$ cat src/rtl/rst_seq_pkg.sv
// Shared types and helpers for the reset sequencer: FSM state encoding and
// channel-mask scanning functions.
package rst_seq_pkg;

   typedef enum logic [1:0] {HOLD, RELEASE, RUN} rst_seq_state_t;

   localparam int unsigned MAX_CH = 16;

   typedef struct packed {
      logic       found;
      logic [3:0] idx;
   } bit_sel_t;

   // Lowest set bit of mask at or above position 'from'.
   function automatic bit_sel_t next_set_bit(input logic [MAX_CH-1:0] mask,
                                             input int unsigned       from);
      bit_sel_t r;
      r.found = 1'b0;
      r.idx   = '0;
      for (int unsigned i = 0; i < MAX_CH; i++) begin
         if (!r.found && mask[i] && (i >= from)) begin
            r.found = 1'b1;
            r.idx   = 4'(i);
         end
      end
      return r;
   endfunction

   function automatic logic has_set_bit(input logic [MAX_CH-1:0] mask,
                                        input int unsigned       from);
      logic any;
      any = 1'b0;
      for (int unsigned i = 0; i < MAX_CH; i++) begin
         if (mask[i] && (i >= from)) any = 1'b1;
      end
      return any;
   endfunction

endpackage

$ cat src/rtl/rst_seq_ctrl_sync.sv
// Reset synchronizer: asynchronous assertion, release after SYNC_STAGES
// rising clock edges.
module rst_sync #(
   parameter int unsigned SYNC_STAGES = 2
) (
   input  logic clk,
   input  logic rst_n,
   output logic rst_sync_n
);

   logic [SYNC_STAGES-1:0] chain_q;

   always_ff @(posedge clk or negedge rst_n) begin
      if (!rst_n) chain_q <= '0;
      else        chain_q <= {chain_q[SYNC_STAGES-2:0], 1'b1};
   end

   assign rst_sync_n = chain_q[SYNC_STAGES-1];

endmodule

$ cat src/rtl/rst_seq_ctrl.sv
// Staggered per-channel reset sequencer with software re-sequence and enable mask.
// Optional status counters (uptime, seq_count) when RST_SEQ_STATUS_EN is defined.
module rst_seq_ctrl
   import rst_seq_pkg::*;
#(
   parameter int unsigned NUM_CH      = 4,
   parameter int unsigned HOLD_CYCLES = 10,
   parameter int unsigned STAGGER     = 5,
   parameter int unsigned SYNC_STAGES = 2
) (
   input  logic              clk,
   input  logic              rst_n,
   input  logic              sw_rst_req,
   input  logic [NUM_CH-1:0] ch_en,
   output logic [NUM_CH-1:0] ch_rst_n,
   output logic              busy,
   output logic              done
`ifdef RST_SEQ_STATUS_EN
   ,
   output logic [31:0]       uptime,
   output logic [7:0]        seq_count
`endif
);

   localparam int unsigned CNT_MAX = (HOLD_CYCLES > STAGGER) ? HOLD_CYCLES : STAGGER;
   localparam int unsigned CNT_W   = $clog2(CNT_MAX + 1);
   localparam int unsigned IDX_W   = (NUM_CH > 1) ? $clog2(NUM_CH) : 1;

   logic rst_sync_n;

   rst_sync #(.SYNC_STAGES(SYNC_STAGES)) u_sync (
      .clk        (clk),
      .rst_n      (rst_n),
      .rst_sync_n (rst_sync_n)
   );

   rst_seq_state_t    state_q, state_d;
   logic [CNT_W-1:0]  cnt_q, cnt_d;
   logic [IDX_W-1:0]  idx_q, idx_d;
   logic [NUM_CH-1:0] en_q, en_d;
   logic [NUM_CH-1:0] ch_q, ch_d;

   logic [NUM_CH-1:0] hold_mask;
   bit_sel_t          first_sel, next_sel;
   logic              more_after_first, more_after_next;

   always_ff @(posedge clk or negedge rst_sync_n) begin
      if (!rst_sync_n) begin
         state_q <= HOLD;
         cnt_q   <= '0;
         idx_q   <= '0;
         en_q    <= '0;
         ch_q    <= '0;
      end else begin
         state_q <= state_d;
         cnt_q   <= cnt_d;
         idx_q   <= idx_d;
         en_q    <= en_d;
         ch_q    <= ch_d;
      end
   end

   // On the last HOLD cycle the mask may not be latched yet (HOLD_CYCLES==1),
   // so the first-cycle decision looks at ch_en directly.
   always_comb begin
      state_d = state_q;
      cnt_d   = cnt_q;
      idx_d   = idx_q;
      en_d    = en_q;
      ch_d    = ch_q;

      hold_mask        = (cnt_q == '0) ? ch_en : en_q;
      first_sel        = next_set_bit(MAX_CH'(hold_mask), 0);
      more_after_first = has_set_bit(MAX_CH'(hold_mask), 32'(first_sel.idx) + 32'd1);
      next_sel         = next_set_bit(MAX_CH'(en_q), 32'(idx_q) + 32'd1);
      more_after_next  = has_set_bit(MAX_CH'(en_q), 32'(next_sel.idx) + 32'd1);

      if (sw_rst_req) begin
         state_d = HOLD;
         cnt_d   = '0;
         idx_d   = '0;
         en_d    = ch_en;
         ch_d    = '0;
      end else begin
         unique case (state_q)
            HOLD: begin
               cnt_d = cnt_q + 1'b1;
               if (cnt_q == '0) en_d = ch_en;
               if (cnt_q == CNT_W'(HOLD_CYCLES - 1)) begin
                  cnt_d = '0;
                  if (!first_sel.found) begin
                     state_d = RUN;
                  end else begin
                     ch_d[IDX_W'(first_sel.idx)] = 1'b1;
                     idx_d   = IDX_W'(first_sel.idx);
                     state_d = more_after_first ? RELEASE : RUN;
                  end
               end
            end
            RELEASE: begin
               cnt_d = cnt_q + 1'b1;
               if (cnt_q == CNT_W'(STAGGER - 1)) begin
                  cnt_d = '0;
                  if (next_sel.found) begin
                     ch_d[IDX_W'(next_sel.idx)] = 1'b1;
                     idx_d = IDX_W'(next_sel.idx);
                  end
                  if (!next_sel.found || !more_after_next) state_d = RUN;
               end
            end
            RUN: ;
            default: state_d = HOLD;
         endcase
      end
   end

   assign ch_rst_n = ch_q;
   assign done     = (state_q == RUN);
   assign busy     = rst_sync_n && (state_q != RUN);

`ifdef RST_SEQ_STATUS_EN
   logic [31:0] uptime_q;
   logic [7:0]  seq_q;

   always_ff @(posedge clk or negedge rst_sync_n) begin
      if (!rst_sync_n) begin
         uptime_q <= '0;
         seq_q    <= '0;
      end else begin
         if (sw_rst_req)
            uptime_q <= '0;
         else if ((state_q == RUN) && (uptime_q != '1))
            uptime_q <= uptime_q + 32'd1;
         if ((state_q != RUN) && (state_d == RUN))
            seq_q <= seq_q + 8'd1;
      end
   end

   assign uptime    = uptime_q;
   assign seq_count = seq_q;
`endif

endmodule

$ cat config.mk
export PLATFORM = sky130hd
export DESIGN_NAME = rst_seq_ctrl
export DESIGN_NICKNAME = d
export VERILOG_FILES = /design/src/rtl/rst_seq_pkg.sv /design/src/rtl/rst_seq_ctrl_sync.sv /design/src/rtl/rst_seq_ctrl.sv
export SDC_FILE = /design/constraint.sdc
export NUM_CORES = 1
export LEC_CHECK = 0
export BUFFER_PORTS_ARGS = -buffer_cell sky130_fd_sc_hd__clkbuf_2
export CAP_MARGIN = 20
export CORE_ASPECT_RATIO = 0.9
export CORE_MARGIN = 2
export CORE_UTILIZATION = 52
export DETAILED_ROUTE_END_ITERATION = 8
export PLACE_DENSITY = 0.71
export SLEW_MARGIN = 20
export SYNTH_ARGS = -nofsm -noshare
export SYNTH_HDL_FRONTEND = slang
export SYNTH_SLANG_ARGS = --single-unit
$ cat constraint.sdc
create_clock -name clk -period 1.1 [get_ports clk]
set_input_delay 0.275 -clock clk [delete_from_list [all_inputs] [get_ports clk]]
set_output_delay 0.275 -clock clk [all_outputs]
set_load 0.01 [all_outputs]
After elaboration in Yosys (flattened, before gate mapping)
Cells that the tools add are included.
{"block": "word_totals", "regBits": 18, "latchBits": 0, "ram_bits": 0, "mem_bits_ro": 0, "out_inout_bits": 6, "wordCells": 121, "n_memories": 0}
{"block": "op_classes", "n_addsub": 4, "mul": 0, "n_div": 0, "magnitude_cmp": 16, "n_eq_ne": 11, "shifts": 0, "mux": 46, "bitwise": 2, "n_reduce_logical": 36}
{"cell": "$mux W4", "count": 11}
{"cell": "$mux W5", "count": 8}
{"cell": "$mux W2", "count": 11}
{"cell": "$logic_and A1 B1 Y1", "count": 21}
{"cell": "$ge A1 B5 Y1 const A", "count": 4}
{"cell": "$ge A2 B5 Y1 const A", "count": 4}
{"cell": "$pmux W4 S2", "count": 2}
{"cell": "$ne A3 B3 Y1 const B", "count": 5}
{"cell": "$add A4 B1 Y5 const B", "count": 2}
{"cell": "$mux W1", "count": 10}
{"cell": "$logic_not A1 Y1", "count": 8}
{"cell": "$or A4 B4 Y4", "count": 2}
{"cell": "$ge A1 B3 Y1 const A", "count": 2}
{"cell": "$ge A2 B3 Y1 const A", "count": 2}
{"cell": "$lt A2 B3 Y1 const B", "count": 2}
{"cell": "$pmux W2 S3", "count": 1}
{"cell": "$reduce_and A5 Y1", "count": 1}
{"cell": "$add A4 B1 Y4 const B", "count": 1}
{"cell": "$demux W1 S2", "count": 2}
{"cell": "$eq A4 B3 Y1 const B", "count": 1}
{"cell": "$eq A4 B4 Y1 const B", "count": 1}
{"cell": "$ge A2 B1 Y1 const B", "count": 2}
{"cell": "$logic_not A4 Y1", "count": 1}
{"cell": "$ne A2 B2 Y1 const B", "count": 2}
{"cell": "other kinds (9)", "count": 9}

Logic depth before layout (Yosys ltp)
{"block": "logic_depth", "word_depth": 29, "depth_mapped": 8, "ltp_nobuf": 7}

Cells and area by module
From an unflattened synthesis, not the netlist that was laid out.
{"block": "hier_totals", "cells_unflattened": 143, "area_unflattened_um2": 1265.0}
{"module": "rst_seq_ctrl", "n_inst": 1, "cells_per_inst": 140, "area_per_inst_um2": 1211.2, "seq_area_each_um2": 400.4}
{"module": "rst_sync", "n_inst": 1, "cells_per_inst": 3, "area_per_inst_um2": 53.8, "seq_area_each_um2": 50.0}

Least setup slack after synthesis
Ideal clock, no wire load.
{"block": "synth_path", "path_kind": "reg-to-reg", "from": "reg cnt_q[0]", "to": "reg ch_q[1], in the netlist ch_rst_n[1]", "setup_ns": 0.133, "t_arrival_ns": 1.986, "required_ns": 0.967, "setup_slack_ns": -1.019, "path_stages_with_launch": 9, "n_path_buf": 1, "period_less_slack_ns": 2.119, "path_cell_list": "dfrtp_1 -> inv_1 -> ha_1 -> or3b_1 -> buf_6 -> or4_4 -> and4_4 -> o22ai_1 -> a21oi_1"}
{"block": "synth_between", "elab_chain_cells": 21, "elab_cells_between_ends": 28, "cone_classes": "2 x order compare; 5 x eq/ne; 11 x mux; 1 x bitwise; 9 x reduce/logical"}
{"item": "from (decl)", "line_no": "rst_seq_ctrl.sv:38", "text": "logic [CNT_W-1:0] cnt_q, cnt_d;"}
{"item": "from (signal assigned)", "line_no": "rst_seq_ctrl.sv:56", "text": "cnt_q <= cnt_d;"}
{"item": "$logic_not A4 Y1", "line_no": "rst_seq_ctrl.sv:72", "text": "hold_mask = (cnt_q == '0) ? ch_en : en_q;"}
{"item": "$mux W4"}
{"item": "$mux W5", "line_no": "rst_seq_pkg.sv:21", "text": "if (!r.found && mask[i] && (i >= from)) begin"}
{"item": "$logic_not A1 Y1", "line_no": "rst_seq_pkg.sv:21"}
{"item": "$logic_and A1 B1 Y1", "line_no": "rst_seq_pkg.sv:21"}
{"item": "$mux W5", "line_no": "rst_seq_pkg.sv:21"}
{"item": "$logic_not A1 Y1", "line_no": "rst_seq_pkg.sv:21"}
{"item": "$logic_and A1 B1 Y1", "line_no": "rst_seq_pkg.sv:21"}
{"item": "(+5 left out)"}
{"item": "$logic_and A1 B1 Y1 (not written as such)", "line_no": "rst_seq_ctrl.sv:94", "text": "ch_d[IDX_W'(first_sel.idx)] = 1'b1;"}
{"item": "$mux W1 (not written as such)", "line_no": "rst_seq_ctrl.sv:94"}
{"item": "$demux W1 S2", "line_no": "rst_seq_ctrl.sv:94"}
{"item": "$or A4 B4 Y4 (no line)"}
{"item": "$mux W4", "line_no": "rst_seq_ctrl.sv:91", "text": "if (!first_sel.found) begin"}
{"item": "$mux W4", "line_no": "rst_seq_ctrl.sv:89", "text": "if (cnt_q == CNT_W'(HOLD_CYCLES - 1)) begin"}
{"item": "$pmux W4 S2", "line_no": "rst_seq_ctrl.sv:85", "text": "unique case (state_q)"}
{"item": "$mux W4", "line_no": "rst_seq_ctrl.sv:78", "text": "if (sw_rst_req) begin"}
{"item": "to (signal assigned)", "line_no": "rst_seq_ctrl.sv:59", "text": "ch_q <= ch_d;"}
{"item": "to (decl)", "line_no": "rst_seq_ctrl.sv:41", "text": "logic [NUM_CH-1:0] ch_q, ch_d;"}
Parallel ways exist; a longest one is shown, timed or not. The select of a mux whose other input is x is not followed.
A chain may end at the register's enable or synchronous reset.

Worst setup path after layout
{"block": "layout_path", "from": "reg cnt_q[0]", "to": "reg ch_q[3], in the netlist ch_rst_n[3]"}
The elaborated chain is that of the path after synthesis.

==> results.py <==
metrics = {
    "floorplan": {
        "num_rows": 17,
        "die_y_um": 51.1,
        "initial_utilization": 0.534,
        "die_x_um": 56.4,
        "ioPinCount": 13,
        "die_area_um2": 2880,
        "core_area_um2": 2400,
    },
    "power_and_ir_drop": {
        "power.density_nw_per_um2": 930,
        "total_power_mw": 1.80,
        "ir_drop_mv": 0.998,
        "p_leak_nw": 0.914,
    },
    "worst_setup_path": {
        "worst-path-max-fanout": 4,
        "path_class": "reg2reg",
        "cp-end-kind": "flop",
        "cp.required_ps": 1300,
        "regToRegSetupSlack_ps": -970,
        "crit_path_start_kind": "flop",
        "reg2reg_from": "cnt_q[0]",
        "r2r.worst_path.cells": 7,
        "arrival_ps": 2270,
        "rr_endpoint": "ch_rst_n[3]",
    },
    "placement": {
        "port_buffers": 12,
        "dpl_cell_area_um2": 1660,
        "place.gp.congestion": 0.915,
        "place_ws_ps": -977,
        "place_hpwl_um": 2710,
    },
    "global_route": {
        "grtUsageTotal": 0.303,
        "antenna_found_initial": 0,
        "grt_max_degree": 17,
        "grt_pass1_vias": 1425,
        "grt_pass1_wl_um": 6530,
        "grt-ovfl-total": 0,
    },
    "drt": {
        "wirelength_um": 4230,
        "dr.pass1.iters": 4,
        "drc": 0,
        "ant_nets": 0,
        "routed-via-count": 1473,
        "drt-initial-drc-count": 41,
        "wl_per_cell_um": 17.4,
        "viasPerCell": 6.06,
    },
    "worst_hold_path": {
        "hold_path_class": "reg2async",
    },
    "finish": {
        "final_util": 0.806,
        "synthToLayoutAreaGrowth_pct": 51.1,
        "n_antenna_cell": 0,
        "multiInputGateArea_um2": 863,
        "seqCellArea_um2": 452,
        "drive_above_1_share": 0.493,
        "filler_cell_count": 141,
        "final_nets": 226,
        "finalInstanceArea_um2": 1940,
    },
    "synth": {
        "synth_edf_count": 0,
        "ys_seq_elements": 18,
        "ys_async_sr_fraction": 1.00,
        "ys_warn_count": 0,
        "synth_cell_types": 43,
        "syn_area_per_cell_um2": 8.55,
        "yosys_most_used_dff": "dfrtp_1",
        "netlist_area_um2": 1280,
        "syn-num-nets": 160,
        "syn_inst": 150,
        "yosysSeqAreaShare": 0.351,
    },
    "cts": {
        "cts_tree": "done",
        "clkLatencyLatePin_ps": 310,
        "htree_levels": 1,
        "clockRootBuffer": "clkbuf_4",
        "clockBufferDepth": 2,
        "cts_made_buffers": 3,
        "cts.sinks": 18,
        "clkTransAtPathRegs_ps": 110,
    },
    "timing": {
        "final-max-slew-violation-count": 0,
        "setup_viol": 20,
        "finalClockSkew_ps": 12.3,
        "min_period_ps": 2070,
        "tns_ps": -13920,
        "clock.fmax_mhz": 483,
        "final.setup.worst_slack_ps": -972,
        "hold_viol": 0,
        "rsz0062_at_grt": "true",
        "min_period_over_period": 1.88,
    },
    "status": {
        "run_status": "complete, but fails checks",
        "violations": "negative setup slack",
    },
    "run": {
        "drv_cap": 0,
    },
}
==> power by group <==
part           internal [mW]  switching, mW
clock                  0.203          0.227
sequential             0.693         0.0476
combinational          0.327          0.305
total                   1.22          0.580
==> critical path: stages, from the launching register on <==
cell	delay, ps
dfrtp_1	430
inv_1	110
ha_4	140
or3b_4	380
or4_4	460
and4_4	220
o22ai_2	150
a21oi_2	70
==> worst max path at each step <==
| stage | to | from | slack, ps | cells past startpoint |
|---|---|---|---|---|
| after floorplan | ch_rst_n[1] | cnt_q[0] | -1020 | 8 |
| after global placement | ch_rst_n[1] | cnt_q[1] | -890 | 7 |
| after detailed placement | ch_rst_n[3] | cnt_q[1] | -980 | 7 |
| after CTS | idx_q[1] | cnt_q[1] | -890 | 7 |
| after global routing | idx_q[1] | cnt_q[0] | -990 | 8 |
| final | ch_rst_n[3] | cnt_q[0] | -970 | 7 |
==> placed cells by master (no fill, tap or decap), types with 2 or more instances in the layout <==
cell type / count
inv_2: 2
dfrtp_1: 17
clkbuf_2: 10
a21oi_1: 9
nor2b_1: 5
nand2_1: 4
maj3_1: 3
o21ai_0: 3
buf_6: 7
inv_1: 6
nand3_1: 8
buf_4: 51
ha_1: 2
a21oi_2: 5
nor2_1: 19
o211ai_1: 2
clkbuf_4: 3
o22ai_2: 3
o31ai_1: 2
nand2b_1: 3
nor3_1: 6
o21ai_1: 5
or2_2: 3
mux2_4: 3
nand3b_1: 4
==> Yosys cell counts, types with 3 or more instances <==
library cell | count | share of area
ha_1 | 3 | 0.029
nand2b_1 | 4 | 0.020
maj3_1 | 3 | 0.023
nand3b_1 | 4 | 0.023
o22ai_1 | 3 | 0.015
inv_1 | 8 | 0.023
buf_6 | 4 | 0.035
mux2_2 | 3 | 0.026
nor3_1 | 7 | 0.027
nand3_1 | 9 | 0.035
nor2b_1 | 5 | 0.024
nor2_1 | 20 | 0.059
a21oi_1 | 14 | 0.055
nand2_1 | 4 | 0.012
or2_2 | 3 | 0.015
o21ai_0 | 8 | 0.031
dfrtp_1 | 18 | 0.35
==> cells by family (layout without fill, tap and decap cells) <==
| family | count (synthesis) | after routing | share of synthesized area |
|---|---|---|---|
| flip-flops | 18 | 18 | 0.351 |
| AO/OA/AOI/OAI | 38 | 38 | 0.189 |
| adder cells (fa/ha/maj) | 6 | 6 | 0.0527 |
| multiplexers | 5 | 5 | 0.0419 |
| buffers and inverters | 16 | 81 | 0.0771 |
| other | 1 | 1 | 0.00292 |
| AND/OR/NAND/NOR | 66 | 66 | 0.285 |
==> cell type report <==
class | instances | area share
well taps | 28 | 0.0181
multi-input cells | 116 | 0.445
repair buffers | 69 | 0.269
clock buffers | 4 | 0.0187
flip-flops and latches | 18 | 0.233
inverters | 8 | 0.0155
==> sequential cells by signal, summed over array words and instances (netlist names) <==
register,cells
state_q,2
cnt_q,4
en_q,4
idx_q,2
ch_rst_n,4
u_sync.chain_q,2
==> repair_timing <==
action,CTS,global route
resized for setup,27,13
hold buffers,1,0
setup buffers,6,4
setup endpoints to repair,21,22
pin swaps,15,8
hold endpoints to repair,2,0
cloned,0,0
==> routing by layer <==
layer | vias to the layer above | track usage | wire length, µm | share of wire
met1 | 704 | 0.373 | 1720 | 0.41
met5 | - | 0 | 0 | 0
met3 | 25 | 0.0734 | 316 | 0.075
met2 | 74 | 0.512 | 1970 | 0.47
li1 | 670 | - | - | -
met4 | 0 | 0.123 | 221 | 0.052
==> per-stage QoR <==
stage / hold slack (ps) / std cells
after global routing: 266 / 243
after detailed placement: 62.6 / 228
after global placement: 59.7 / 228
final: 240 / 243
after CTS: 241 / 239
after floorplan: -20.6 / 150
No activity file was read; power rests on OpenSTA's default activity.
